$ cat src/rtl/adc_dout_emulator.sv
// adc_dout_emulator
// Transmit side of the 8-channel, 4-lane ADC serial data-output interface
// (DRDY/DCLK/DOUT0..3). Each accepted tick captures eight 24-bit samples and
// serialises them as one frame: lane k carries channel 2k+1 then channel 2k+2,
// each as a 32-bit word {5'b0, idx[2:0], data[23:0]}, MSB first. DOUT and DRDY
// change on DCLK falling edges so the receiver can sample on rising edges.
module adc_dout_emulator #(
    parameter int unsigned CLK_DIV  = 4,   // clk cycles per DCLK half-period, 2..255
    parameter int unsigned GAP_DCLK = 4    // idle DCLK periods after each frame, 0..255
) (
    input  logic               clk_i,
    input  logic               reset_ni,
    input  logic               tick_i,
    input  logic signed [23:0] ch1_i,
    input  logic signed [23:0] ch2_i,
    input  logic signed [23:0] ch3_i,
    input  logic signed [23:0] ch4_i,
    input  logic signed [23:0] ch5_i,
    input  logic signed [23:0] ch6_i,
    input  logic signed [23:0] ch7_i,
    input  logic signed [23:0] ch8_i,
    output logic               ready_o,
    output logic               drdy_o,
    output logic               dclk_o,
    output logic [3:0]         dout_o,
    output logic               overrun_o,
    output logic [31:0]        frames_o
);

    localparam logic [7:0] DIV_LAST = 8'(CLK_DIV - 1);
    localparam logic [7:0] GAP_INIT = 8'(GAP_DCLK);

    typedef enum logic [1:0] {
        ST_IDLE,
        ST_PEND,
        ST_SHIFT,
        ST_GAP
    } state_e;

    // DCLK generator
    logic [7:0] div_cnt_q, div_cnt_d;
    logic       dclk_q, dclk_d;
    logic       fe;

    // Frame control
    state_e      state_q, state_d;
    logic [5:0]  bitcnt_q, bitcnt_d;
    logic [7:0]  gapcnt_q, gapcnt_d;
    logic        drdy_q, drdy_d;
    logic [3:0]  dout_q, dout_d;
    logic        overrun_q, overrun_d;
    logic [31:0] frames_q, frames_d;

    // Lane shift registers (datapath, not reset)
    logic [3:0][63:0] lane_q, lane_d;
    logic [3:0][63:0] frame_in;

    // One channel pair on a lane: two 32-bit words, each with its channel index header.
    function automatic logic [63:0] lane_word(input logic [2:0]  idx_a,
                                              input logic [23:0] data_a,
                                              input logic [2:0]  idx_b,
                                              input logic [23:0] data_b);
        return {5'b0, idx_a, data_a, 5'b0, idx_b, data_b};
    endfunction

    // The falling-edge event: this clk edge drives dclk from 1 to 0.
    assign fe = dclk_q && (div_cnt_q == DIV_LAST);

    // Assemble the four lane words from the current channel inputs.
    always_comb begin
        frame_in    = '0;
        frame_in[0] = lane_word(3'd0, ch1_i, 3'd1, ch2_i);
        frame_in[1] = lane_word(3'd2, ch3_i, 3'd3, ch4_i);
        frame_in[2] = lane_word(3'd4, ch5_i, 3'd5, ch6_i);
        frame_in[3] = lane_word(3'd6, ch7_i, 3'd7, ch8_i);
    end

    // Free-running half-period counter; dclk toggles when the counter wraps.
    always_comb begin
        div_cnt_d = div_cnt_q + 8'd1;
        dclk_d    = dclk_q;
        if (div_cnt_q == DIV_LAST) begin
            div_cnt_d = '0;
            dclk_d    = ~dclk_q;
        end
    end

    // Frame FSM: next state, shift-register updates and registered outputs.
    always_comb begin
        state_d   = state_q;
        lane_d    = lane_q;
        bitcnt_d  = bitcnt_q;
        gapcnt_d  = gapcnt_q;
        drdy_d    = drdy_q;
        dout_d    = dout_q;
        overrun_d = overrun_q;
        frames_d  = frames_q;

        // A tick is only accepted from IDLE; anything else is remembered as overrun.
        if (tick_i && (state_q != ST_IDLE)) begin
            overrun_d = 1'b1;
        end

        case (state_q)
            ST_IDLE: begin
                drdy_d = 1'b0;
                dout_d = '0;
                if (tick_i) begin
                    lane_d  = frame_in;
                    state_d = ST_PEND;
                end
            end

            ST_PEND: begin
                // First bit and drdy go out together on the next falling edge.
                if (fe) begin
                    drdy_d   = 1'b1;
                    for (int k = 0; k < 4; k++) begin
                        dout_d[k] = lane_q[k][63];
                    end
                    bitcnt_d = 6'd63;
                    state_d  = ST_SHIFT;
                end
            end

            ST_SHIFT: begin
                if (fe) begin
                    drdy_d = 1'b0;
                    if (bitcnt_q != 6'd0) begin
                        for (int k = 0; k < 4; k++) begin
                            lane_d[k] = lane_q[k] << 1;
                            dout_d[k] = lane_q[k][62];
                        end
                        bitcnt_d = bitcnt_q - 6'd1;
                    end else begin
                        // Last bit has had its full period; frame is complete.
                        dout_d   = '0;
                        frames_d = frames_q + 32'd1;
                        if (GAP_DCLK == 0) begin
                            state_d = ST_IDLE;
                        end else begin
                            gapcnt_d = GAP_INIT;
                            state_d  = ST_GAP;
                        end
                    end
                end
            end

            ST_GAP: begin
                drdy_d = 1'b0;
                dout_d = '0;
                if (fe) begin
                    if (gapcnt_q <= 8'd1) begin
                        gapcnt_d = '0;
                        state_d  = ST_IDLE;
                    end else begin
                        gapcnt_d = gapcnt_q - 8'd1;
                    end
                end
            end

            default: begin
                drdy_d  = 1'b0;
                dout_d  = '0;
                state_d = ST_IDLE;
            end
        endcase
    end

    // Control and output registers; reset aborts any frame in flight.
    always_ff @(posedge clk_i or negedge reset_ni) begin
        if (!reset_ni) begin
            div_cnt_q <= '0;
            dclk_q    <= 1'b0;
            state_q   <= ST_IDLE;
            bitcnt_q  <= '0;
            gapcnt_q  <= '0;
            drdy_q    <= 1'b0;
            dout_q    <= '0;
            overrun_q <= 1'b0;
            frames_q  <= '0;
        end else begin
            div_cnt_q <= div_cnt_d;
            dclk_q    <= dclk_d;
            state_q   <= state_d;
            bitcnt_q  <= bitcnt_d;
            gapcnt_q  <= gapcnt_d;
            drdy_q    <= drdy_d;
            dout_q    <= dout_d;
            overrun_q <= overrun_d;
            frames_q  <= frames_d;
        end
    end

    // Lane shift registers carry only data, so they are loaded/shifted without reset.
    always_ff @(posedge clk_i) begin
        lane_q <= lane_d;
    end

    assign ready_o   = (state_q == ST_IDLE);
    assign drdy_o    = drdy_q;
    assign dclk_o    = dclk_q;
    assign dout_o    = dout_q;
    assign overrun_o = overrun_q;
    assign frames_o  = frames_q;

endmodule

$ cat config.mk
export PLATFORM = sky130hd
export DESIGN_NAME = adc_dout_emulator
export DESIGN_NICKNAME = d
export VERILOG_FILES = /design/src/rtl/adc_dout_emulator.sv
export SDC_FILE = /design/constraint.sdc
export NUM_CORES = 1
export LEC_CHECK = 0
export ABC_CLOCK_PERIOD_IN_PS = 32600
export CAP_MARGIN = 20
export CORE_MARGIN = 2
export CORE_UTILIZATION = 35
export CTS_BUF_LIST = sky130_fd_sc_hd__clkbuf_4 sky130_fd_sc_hd__clkbuf_8
export DETAILED_ROUTE_END_ITERATION = 6
export DONT_BUFFER_PORTS = 1
export PLACE_DENSITY_LB_ADDON = 0.08
export SYNTH_ARGS = -nofsm -noshare
export SYNTH_HDL_FRONTEND = slang
export SYNTH_SLANG_ARGS = --single-unit
export TNS_END_PERCENT = 10
$ cat constraint.sdc
create_clock -name clk_i -period 32.6 [get_ports clk_i]
set_input_delay 6.52 -clock clk_i [delete_from_list [all_inputs] [get_ports clk_i]]
set_output_delay 6.52 -clock clk_i [all_outputs]
set_load 0.01 [all_outputs]
# Yosys cells after proc, flatten, opt, wreduce, memory -nomap -nowiden
# Cells that the tools add are included.
dict set report classes {
  addsub 4
  order_cmp 1
  eq_ne 11
  n_mux 28
  reduce_logical 15
  bitwise_logic 2
}
# op count
set ops {}
lappend ops {{$mux W256} 3}
lappend ops {{$pmux W256 S2} 1}
lappend ops {{$mux W8} 5}
lappend ops {{$add A32 B1 Y32 const B} 1}
lappend ops {{$mux W6} 3}
lappend ops {{$pmux W8 S2} 1}
lappend ops {{$ne A2 B2 Y1 const B} 7}
lappend ops {{$mux W2} 6}
lappend ops {{$mux W4} 3}
lappend ops {{$pmux W4 S3} 1}
lappend ops {{$pmux W6 S2} 1}
lappend ops {{$reduce_and A4 Y1} 3}
lappend ops {{$add A8 B1 Y8 const B} 1}
lappend ops {{$eq A8 B2 Y1 const B} 1}
lappend ops {{$le A8 B1 Y1 const B} 1}
lappend ops {{$pmux W2 S4} 1}
lappend ops {{$reduce_bool A2 Y1} 4}
lappend ops {{$sub A8 B1 Y8 const B} 1}
lappend ops {{$reduce_and A6 Y1} 1}
lappend ops {{$reduce_bool A6 Y1} 1}
lappend ops {{$sub A6 B1 Y6 const B} 1}
lappend ops {{$eq A2 B2 Y1 const B} 2}
lappend ops {{$pmux W1 S3} 1}
lappend ops {{$reduce_and A3 Y1} 1}
lappend ops {{7 further kinds} 10}
dict set report word_totals {
  out_inout_bits 40
  register_bits 319
  input_bits 195
  wordCells 74
}

# Depth between registers and ports, before layout
# Gate-level depths: netlist of the first run.
dict set report logic_depth {
  ltp_word 4
  depth_mapped 9
  mapped_depth_nobuf 7
}

# Least setup slack after synthesis of the first run
# No wires, ideal clock.
dict set report synth_timing {
  kind {input port to flip-flop}
  startpoint {input tick_i}
  endpoint {register lane_q[0] (netlist name) (enable)}
  setup_time_ps 1251
  setup_slack_ps 6197
  path_stages 2
  required_time_ps 31349
  arrival_time_ps 25152
  n_path_buf 0
  cell_sequence {nor2_1 -> a211oi_1}
}
dict set report synth_between {
  elab_chain_len 2
}
# element line
set synth_rtl {}
lappend synth_rtl {{from (decl)} 13} ;# input logic tick_i,
lappend synth_rtl {{$ne A2 B2 Y1 (no line)} n/a}
lappend synth_rtl {{$reduce_and A4 Y1 (no line)} n/a}
lappend synth_rtl {{to (signal assigned)} 197} ;# lane_q <= lane_d;
lappend synth_rtl {{to (decl)} 55} ;# logic [3:0][63:0] lane_q, lane_d;
# No other way between the ends.
# A chain may end at the register's enable or synchronous reset.

# Final worst setup path of the first run
dict set report layout_timing {
  startpoint {register state_q[0]}
  endpoint {output ready_o}
}
dict set report layout_between {
  elab_chain_len 1
}
# element line
set layout_rtl {}
lappend layout_rtl {{from (decl)} 46} ;# state_e state_q, state_d;
lappend layout_rtl {{from (signal assigned)} 185} ;# state_q <= state_d;
lappend layout_rtl {{$logic_not A2 Y1} 200} ;# assign ready_o = (state_q == ST_IDLE);
lappend layout_rtl {{to (decl)} 22} ;# output logic ready_o,
# No other way between the ends.

==> flow_summary.json, run 1 <==
{
  "cts_tree": "done",
  "nets": 1085,
  "path_class": "flip-flop to primary output",
  "finalHoldViolCount": 0,
  "drive_above_1_share_pct": 33.7,
  "max_freq_mhz": 125,
  "io-pin-count": 235,
  "area_growth_pct": 12.6,
  "crit_chain": "inv_1, ha_1",
  "worst_pin_slew_ps": 1050,
  "tns_ps": 0,
  "via_per_inst": 4.80,
  "arrival_ps": 1510,
  "clock-sinks": 319,
  "leakagePower_nw": 5.41,
  "cp-start-kind": "flip-flop",
  "worst_ep_required_time_ps": 26080,
  "ant_nets": 0,
  "ys_async_sr_fraction_pct": 19.7,
  "outcome": "completed",
  "finalPower_w": 0.00154,
  "core.rowCount": 72,
  "gr-usage-all-layers_pct": 12.6,
  "grt_pass1_wl_um": 41000,
  "clk_latency_ps": 610,
  "end_kind": "primary output",
  "clockBufferDepth": 3,
  "drt_iter0_drc": 339,
  "root_buffer": "clkbuf_8",
  "die_width_um": 201,
  "grt_max_degree": 170,
  "dp_hpwl_um": 15500,
  "synthCells": 850,
  "period_needed_ps": 8030,
  "dieArea_mm2": 0.0405,
  "cts_setup_buffers": 0,
  "initial_core_util_pct": 35.4,
  "dr.pass1.iters": 4,
  "cp_slowest_stage_delay_ps": 430,
  "cts_resized": 0,
  "syn_area_mm2": 0.0136,
  "fin_skew_ps": 11.2,
  "period_share_pct": 24.6,
  "ir_worst_vdd_v": 0.0000789,
  "grt-ovfl-total": 0,
  "synth_cell_types": 54,
  "slowest_stage": "dfrtp_1",
  "ys_ff_latch": 319,
  "hold_buffers": 0,
  "wirelength_um": 25500,
  "drv_cap": 0,
  "wl_per_cell_um": 17.6,
  "drc": 0,
  "yosysSeqAreaShare_pct": 68.1,
  "drv_slew": 0,
  "finalSetupViolations": 0,
  "whs_ps": 473,
  "h-tree-depth": 2,
  "power_density_mw_per_mm2": 100,
  "syn_avg_cell_area_um2": 16.0,
  "numCtsBuffers": 57,
  "ys_warn_count": 0,
  "clk_pin_slew_worst_paths_ps": 60,
  "grt_setup_unrepaired": "false",
  "port_buffers": 0,
  "vias": 6970,
  "grt_pass1_vias": 7548,
  "crit_fanout": 5,
  "synth_nets": 1055,
  "hold_path_class": "flip-flop to flip-flop",
  "antenna_found_initial": 16,
  "die_y_um": 201,
  "synthFlopType": "edfxtp_1",
  "gp_congestion": 0.747,
  "slew_headroom_pct": 30.1,
  "core_mm2": 0.0385,
  "fill_cells": 3553,
  "synth_edf_count": 256
}
==> registers in the layout, summed over array words and instances, names as in the netlist <==
signal	count
overrun_o	1
drdy_o	1
gapcnt_q	8
dout_o	4
lane_q	256
bitcnt_q	6
frames_o	32
state_q	2
div_cnt_q	8
dclk_o	1
==> worst paths after layout <==
check | from | end | slack [ps] | cells past startpoint
max | state_q[0]$_DFFE_PN0P_ | ready_o | 24570 | 2
min | div_cnt_q[0]$_DFF_PN0_ | div_cnt_q[0]$_DFF_PN0_ | 470 | 1
max reg2reg | div_cnt_q[0]$_DFF_PN0_ | lane_q[103]$_DFFE_PP_ | 29180 | 7
min reg2reg | div_cnt_q[0]$_DFF_PN0_ | div_cnt_q[0]$_DFF_PN0_ | 470 | 1
max in group asynchronous | reset_ni | gapcnt_q[4]$_DFFE_PN0P_ | 26910 | 0
min in group asynchronous | reset_ni | drdy_o$_DFFE_PN0P_ | 5600 | 0
==> synthesized netlist by cell type, drive strengths merged (13+ instances only) <==
| cell | number | area [µm²] |
|---|---|---|
| clkbuf | 27 | 101 |
| nor3 | 15 | 115 |
| nand2 | 25 | 96.4 |
| mux2 | 191 | 2150 |
| and2 | 57 | 357 |
| xor2 | 18 | 158 |
| nand2b | 13 | 81.3 |
| xnor2 | 22 | 193 |
| nor2 | 27 | 101 |
| nand3 | 17 | 85.1 |
| o21ai | 17 | 85.1 |
| dfrtp | 63 | 1580 |
| inv | 13 | 48.8 |
| edfxtp | 256 | 7690 |
==> cell type report <==
type | count | area [µm²] | area share (%)
Clock inverter | 25 | 118 | 0.768
Antenna cell | 6 | 15.0 | 0.0980
Clock buffer | 81 | 990 | 6.46
Timing Repair Buffer | 6 | 57.6 | 0.376
Inverter | 13 | 48.8 | 0.319
Multi-Input combinational cell | 483 | 4180 | 27.3
Sequential cell | 319 | 9260 | 60.5
Tap cell | 518 | 648 | 4.23
==> cell families (layout without fill, tap and decap cells) <==
kind of cell | count (synthesis) | count (layout) | share of synthesized area, %
flip-flops | 319 | 319 | 68.1
AND/OR/NAND/NOR | 204 | 204 | 9.24
multiplexers | 191 | 191 | 15.8
buffers and inverters | 48 | 125 | 1.41
XOR/XNOR | 40 | 40 | 2.57
AO/OA/AOI/OAI | 38 | 38 | 1.96
adder cells (fa/ha/maj) | 10 | 10 | 0.920
other | 0 | 6 | 0
==> cell usage in the layout, fill, tap and decap left out, types with 3 or more instances in the layout <==
master,synthesis,layout
a21oi_1,7,7
and2_1,57,57
and3_1,6,6
and4_1,6,6
buf_4,2,5
clkbuf_4,0,20
clkbuf_8,0,61
clkinv_1,0,13
clkinv_2,0,9
dfrtp_1,63,63
diode_2,0,6
edfxtp_1,256,256
ha_1,10,9
inv_1,13,13
mux2_2,190,190
nand2_1,24,24
nand2b_1,13,13
nand3_1,17,17
nand4_1,7,7
nor2_1,27,27
nor2b_1,5,5
nor3_1,7,7
nor3_2,8,8
nor3b_1,5,5
nor4bb_1,3,3
o21ai_0,16,16
xnor2_1,22,22
xor2_1,18,18
==> worst max-delay path: cells and delay by family (launching register included) <==
kind | cells | cell delay [ps]
buffers and inverters | 1 | 140
DFF | 1 | 430
adders and majority gates | 1 | 330
==> layer usage <==
layer | share of wire [%] | vias to the layer above | track usage [%]
met1 | 39 | 3403 | 14.5
met3 | 9.8 | 75 | 6.28
met2 | 47 | 227 | 20.1
met4 | 3.1 | 18 | 5.11
li1 | - | 3247 | -
met5 | 0.47 | - | 0
==> metrics by stage <==
stage | setup slack, ps | utilization (%) | instances | area, µm²
floorplan | 6200 | - | 850 | 13600
global placement | 24300 | 36.9 | 1339 | 14200
finish | 24570 | 39.8 | 1451 | 15300
CTS | 24470 | 39.8 | 1445 | 15300
detailed placement | 24230 | 36.9 | 1339 | 14200
global route | 24440 | 39.8 | 1448 | 15300
==> power by group <==
part           internal [W]  total (W)  switching, W  leakage (nW)
Clock              0.000195   0.000361      0.000166         0.591
Sequential         0.000727   0.000779     0.0000517          3.26
Combinational      0.000171   0.000397      0.000226          1.57
Total               0.00109    0.00154      0.000443          5.41
No activity file was read; power rests on OpenSTA's default activity.
==> run 2: changes to the inputs <==
Settings changed: ABC_CLOCK_PERIOD_IN_PS 32600 to 7650.
Clock period 32.6 ns to 7.65 ns, I/O delays scaled along.
==> flow_summary.json, run 2 (synthesized netlist as in run 1, its figures left out) <==
{
  "grt_pass1_vias": 7470,
  "end_kind": "flip-flop",
  "die_width_um": 201,
  "port_buffers": 0,
  "via_per_inst": 4.80,
  "route.met2.wl_um": 12000,
  "drv_cap": 0,
  "outcome": "completed",
  "grt-ovfl-total": 0,
  "drt_iter0_drc": 376,
  "arrival_ps": 3880,
  "max_freq_mhz": 296,
  "wl_per_cell_um": 17.5,
  "cp-start-kind": "flip-flop",
  "clockBufferDepth": 3,
  "h-tree-depth": 2,
  "antenna_found_initial": 16,
  "postLayoutCoreUtil_pct": 40.2,
  "gp_congestion": 0.765,
  "drc": 0,
  "cts_setup_buffers": 0,
  "io-pin-count": 235,
  "vias": 6981,
  "largest_register": "lane_q",
  "largest_reg_flops": 256,
  "path_class": "flip-flop to flip-flop",
  "worst_pin_slew_ps": 1050,
  "hold_path_class": "flip-flop to flip-flop",
  "slew_headroom_pct": 30.0,
  "dieArea_mm2": 0.0405,
  "clk_pin_slew_worst_paths_ps": 60,
  "power_density_mw_per_mm2": 435,
  "nets": 1085,
  "leakagePower_nw": 5.49,
  "grt_setup_unrepaired": "false",
  "cp_slowest_stage_delay_ps": 810,
  "crit_top_cell": "nor2_1",
  "crit_fanout": 81,
  "drv_slew": 0,
  "whs_ps": 473,
  "wl_met1_um": 10100,
  "root_buffer": "clkbuf_8",
  "period_share_pct": 44.1,
  "cp.depth": 7,
  "crit_chain": "inv_1, ha_4, buf_4, buf_12, nor2_1, nor2_1, mux2_2",
  "clock-sinks": 319,
  "cp_top_family": "buffers and inverters",
  "gr-usage-all-layers_pct": 12.6,
  "fin_skew_ps": 21.5,
  "final_common_cell": "edfxtp_1",
  "highest_layer": "met5",
  "finalHoldViolCount": 0,
  "wirelength_um": 25500,
  "clk_latency_ps": 630,
  "final_cell_mix": "edfxtp_1, mux2_2, clkbuf_8",
  "finalSetupViolations": 0,
  "ant_nets": 0,
  "numCtsBuffers": 58,
  "rr_worst_depth": 7,
  "cts_resized": 0,
  "core_mm2": 0.0385,
  "drive_above_1_share_pct": 34.5,
  "cts_tree": "done",
  "area_growth_pct": 13.8,
  "holdPathStages": 1,
  "die_y_um": 201,
  "critPathBufInv": 3,
  "initial_core_util_pct": 35.4,
  "wl_met3_um": 2610,
  "grt_max_degree": 181,
  "dp_hpwl_um": 15400,
  "hold_buffers": 0,
  "tns_ps": 0,
  "core.rowCount": 72,
  "slowest_stage": "ha_4",
  "grt_pass1_wl_um": 40800,
  "worst_ep_required_time_ps": 8150,
  "dr.pass1.iters": 5,
  "ir_worst_vdd_v": 0.000467,
  "period_needed_ps": 3370
}
## run 2: cell types whose count changed in the layout (fill, tap and decap cells not counted), sizes merged
cell and delta:
clkbuf +12, buf -1, diode +2, clkinv -13, inv +2, bufinv +2, clkinvlp -2
## run 2: worst paths after layout
check | start | slack, ps | to
min | div_cnt_q[0]$_DFF_PN0_ | 470 | div_cnt_q[0]$_DFF_PN0_
max in group asynchronous | reset_ni | 6930 | div_cnt_q[7]$_DFF_PN0_
max reg2reg | state_q[0]$_DFFE_PN0P_ | 4280 | drdy_o$_DFFE_PN0P_
max | state_q[0]$_DFFE_PN0P_ | 4280 | drdy_o$_DFFE_PN0P_
min reg2reg | div_cnt_q[0]$_DFF_PN0_ | 470 | div_cnt_q[0]$_DFF_PN0_
min in group asynchronous | reset_ni | 600 | frames_o[17]$_DFFE_PN0P_
## run 2: worst reg2reg max path, delay by kind of cell (launching register included)
family / cells / cell delay [ps]
simple gates: 2 / 570
flops: 1 / 420
buf+inv: 3 / 1070
fa+ha+maj: 1 / 810
mux: 1 / 390
## run 2: cell type report
type / instances / area (µm²)
Fill cell: 3530 / 23000
Sequential cell: 319 / 9260
Multi-Input combinational cell: 483 / 4180
Clock buffer: 93 / 1140
Tap cell: 518 / 648
Clock inverter: 14 / 120
Timing Repair Buffer: 5 / 62.6
Inverter: 13 / 48.8
Antenna cell: 8 / 20.0
## run 2: metal layers
layer | global-route usage, % | vias up
met3 | 6.82 | 58
met5 | 0 | -
met4 | 4.79 | 16
met2 | 20.0 | 220
li1 | - | 3252
met1 | 14.4 | 3435
## run 2: per-stage QoR
step / total power, W / instance area, µm² / std cells / worst slack, ps
5_1_grt: 0.00718 / 15500 / 1449 / 3860
3_3_place_gp: 0.00500 / 14200 / 1337 / 4150
6_report: 0.00674 / 15500 / 1453 / 4280
4_1_cts: 0.00687 / 15400 / 1444 / 3980
3_5_place_dp: 0.00508 / 14200 / 1337 / 4000
2_1_floorplan: 0.00482 / 13600 / 850 / -829
## run 2: report_power, final
group	total [W]	switching (W)	internal, W
sequential	0.00332	0.000220	0.00310
clock	0.00172	0.000712	0.00100
combinational	0.00170	0.000965	0.000733
==> run 3: changes to the inputs <==
Settings changed: ABC_CLOCK_PERIOD_IN_PS 7650 to 3300.
Clock period 7.65 ns to 3.3 ns, I/O delays scaled along.
==> flow_summary.json, run 3 (synthesized netlist as in run 1, its figures left out) <==
{
  "core.rowCount": 72,
  "initial_core_util_pct": 35.4,
  "grt_pass1_vias": 7406,
  "placed_area_mm2": 0.0143,
  "slowest_stage": "buf_4",
  "path_class": "flip-flop to flip-flop",
  "finalPower_w": 0.0156,
  "nets": 1092,
  "hold_start": "tick_i",
  "final_common_cell": "edfxtp_1",
  "clock-sinks": 319,
  "grt_pass1_wl_um": 40700,
  "stdcell_area_mm2": 0.0155,
  "leakagePower_nw": 5.51,
  "drive_above_1_share_pct": 34.5,
  "area_growth_pct": 14.1,
  "p_switching_w": 0.00444,
  "setup_ws_ps": 631,
  "route.met2.wl_um": 12400,
  "grt-ovfl-total": 0,
  "wirelength_um": 25900,
  "largest_register": "lane_q",
  "power_density_mw_per_mm2": 1000,
  "core_mm2": 0.0385,
  "cts_resized": 0,
  "ant_nets": 0,
  "cp_slowest_stage_delay_ps": 400,
  "worst_pin_slew_ps": 836,
  "highest_layer": "met5",
  "r2r_slack_ps": 630,
  "cellInternalPower_w": 0.0111,
  "drv_cap": 0,
  "crit_chain": "ha_1, nor3b_2, buf_4, and3_1, nand2_1, a211oi_4, buf_12, buf_4",
  "clk_latency_ps": 620,
  "wl_per_cell_um": 17.8,
  "hold_path_class": "primary input to flip-flop",
  "fill_cells": 3529,
  "wl_met1_um": 10300,
  "reg2reg_from": "div_cnt_q[0]$_DFF_PN0_",
  "largest_reg_flops": 256,
  "cp-start-kind": "flip-flop",
  "drt_iter0_drc": 333,
  "seqPwrFrac_pct": 49.1,
  "fin_skew_ps": 22.1,
  "die_y_um": 201,
  "finalHoldViolCount": 0,
  "gr-usage-all-layers_pct": 12.8,
  "ir_worst_vdd_v": 0.000596,
  "power.share.switching_pct": 28.5,
  "cp_top_family": "buffers and inverters",
  "die_width_um": 201,
  "multi_input_area_mm2": 0.00418,
  "drv_slew": 0,
  "h-tree-depth": 2,
  "dieArea_mm2": 0.0405,
  "vias": 6973,
  "numCtsBuffers": 57,
  "clk_pin_slew_worst_paths_ps": 50,
  "end_kind": "flip-flop",
  "gp_congestion": 0.753,
  "dp_hpwl_um": 16400,
  "port_buffers": 0,
  "register_area_mm2": 0.00926,
  "cts_setup_buffers": 0,
  "final_cell_mix": "edfxtp_1, mux2_2, dfrtp_1, clkbuf_8, and2_1",
  "combinationalPowerShare_pct": 26.4,
  "cts_tree": "done",
  "clkPwrFrac_pct": 24.5,
  "max_freq_mhz": 375,
  "drc": 0,
  "outcome": "completed",
  "rr_worst_depth": 8,
  "period_share_pct": 80.9,
  "crit_start": "div_cnt_q[0]$_DFF_PN0_",
  "holdPathStages": 1,
  "root_buffer": "clkbuf_8",
  "clockBufferDepth": 3,
  "worst_hold_path.endpoint": "overrun_o$_DFFE_PN0P_",
  "grt_setup_unrepaired": "false",
  "pre_cts_ws_ps": 637,
  "dr.pass1.iters": 4,
  "critPathBufInv": 3,
  "wl_met3_um": 2260,
  "crit_top_cell": "buf_4",
  "whs_ps": 181,
  "io-pin-count": 235,
  "finalSetupViolations": 0,
  "via_per_inst": 4.79,
  "grt_max_degree": 157,
  "regToRegEndpoint": "lane_q[27]$_SDFFCE_PN0P_",
  "period_needed_ps": 2670,
  "arrival_ps": 2930,
  "antenna_found_initial": 19,
  "slew_headroom_pct": 44.3,
  "crit_fanout": 33,
  "worst_ep_required_time_ps": 3560,
  "tns_ps": 0
}
[run 3: worst max path at each step]
stage	to	cells past startpoint
floorplan	lane_q[0]$_SDFFCE_PP0P_	6
global placement	lane_q[46]$_DFFE_PP_	6
detailed placement	lane_q[38]$_DFFE_PP_	8
CTS	lane_q[27]$_SDFFCE_PN0P_	8
global route	lane_q[27]$_SDFFCE_PN0P_	8
finish	lane_q[27]$_SDFFCE_PN0P_	8
[run 3: layout make-up]
cell class | instances | area share (%)
Antenna cell | 8 | 0.129
Clock buffer | 79 | 6.36
Clock inverter | 23 | 1.26
Inverter | 13 | 0.314
Multi-Input combinational cell | 483 | 26.9
Sequential cell | 319 | 59.7
Tap cell | 518 | 4.18
Timing Repair Buffer | 13 | 1.18
[run 3: what timing repair did]
item,in CTS,in global routing
hold buffers,2,0
endpoints found under the setup margin,0,0
endpoints found under the hold margin,63,0
[run 3: worst register-to-register path: cells and delay by family, from the launching register on]
kind | cells | cell delay, ps
compound gates | 1 | 290
flops | 1 | 370
fa+ha+maj | 1 | 280
simple gates | 3 | 620
buf+inv | 3 | 750
[run 3: power groups by stage]
stage	registers, W	clock network [W]	logic [W]
floorplan	0.00661	0	0.00270
global placement	0.00770	0	0.00402
detailed placement	0.00774	0	0.00420
CTS	0.00769	0.00400	0.00423
global route	0.00786	0.00417	0.00457
finish	0.00766	0.00382	0.00411
[run 3: per-stage QoR]
stage                     cells  util [%]
after global routing       1453      40.3
after global placement     1344      37.1
after CTS                  1448      40.3
after detailed placement   1344      37.1
final                      1456      40.3
after floorplan             850         -
[run 3: layer usage]
metal | GRT usage [%] | vias to the layer above
met3 | 5.98 | 74
li1 | - | 3256
met4 | 5.90 | 18
met2 | 20.3 | 205
met1 | 14.6 | 3420
met5 | 0 | -
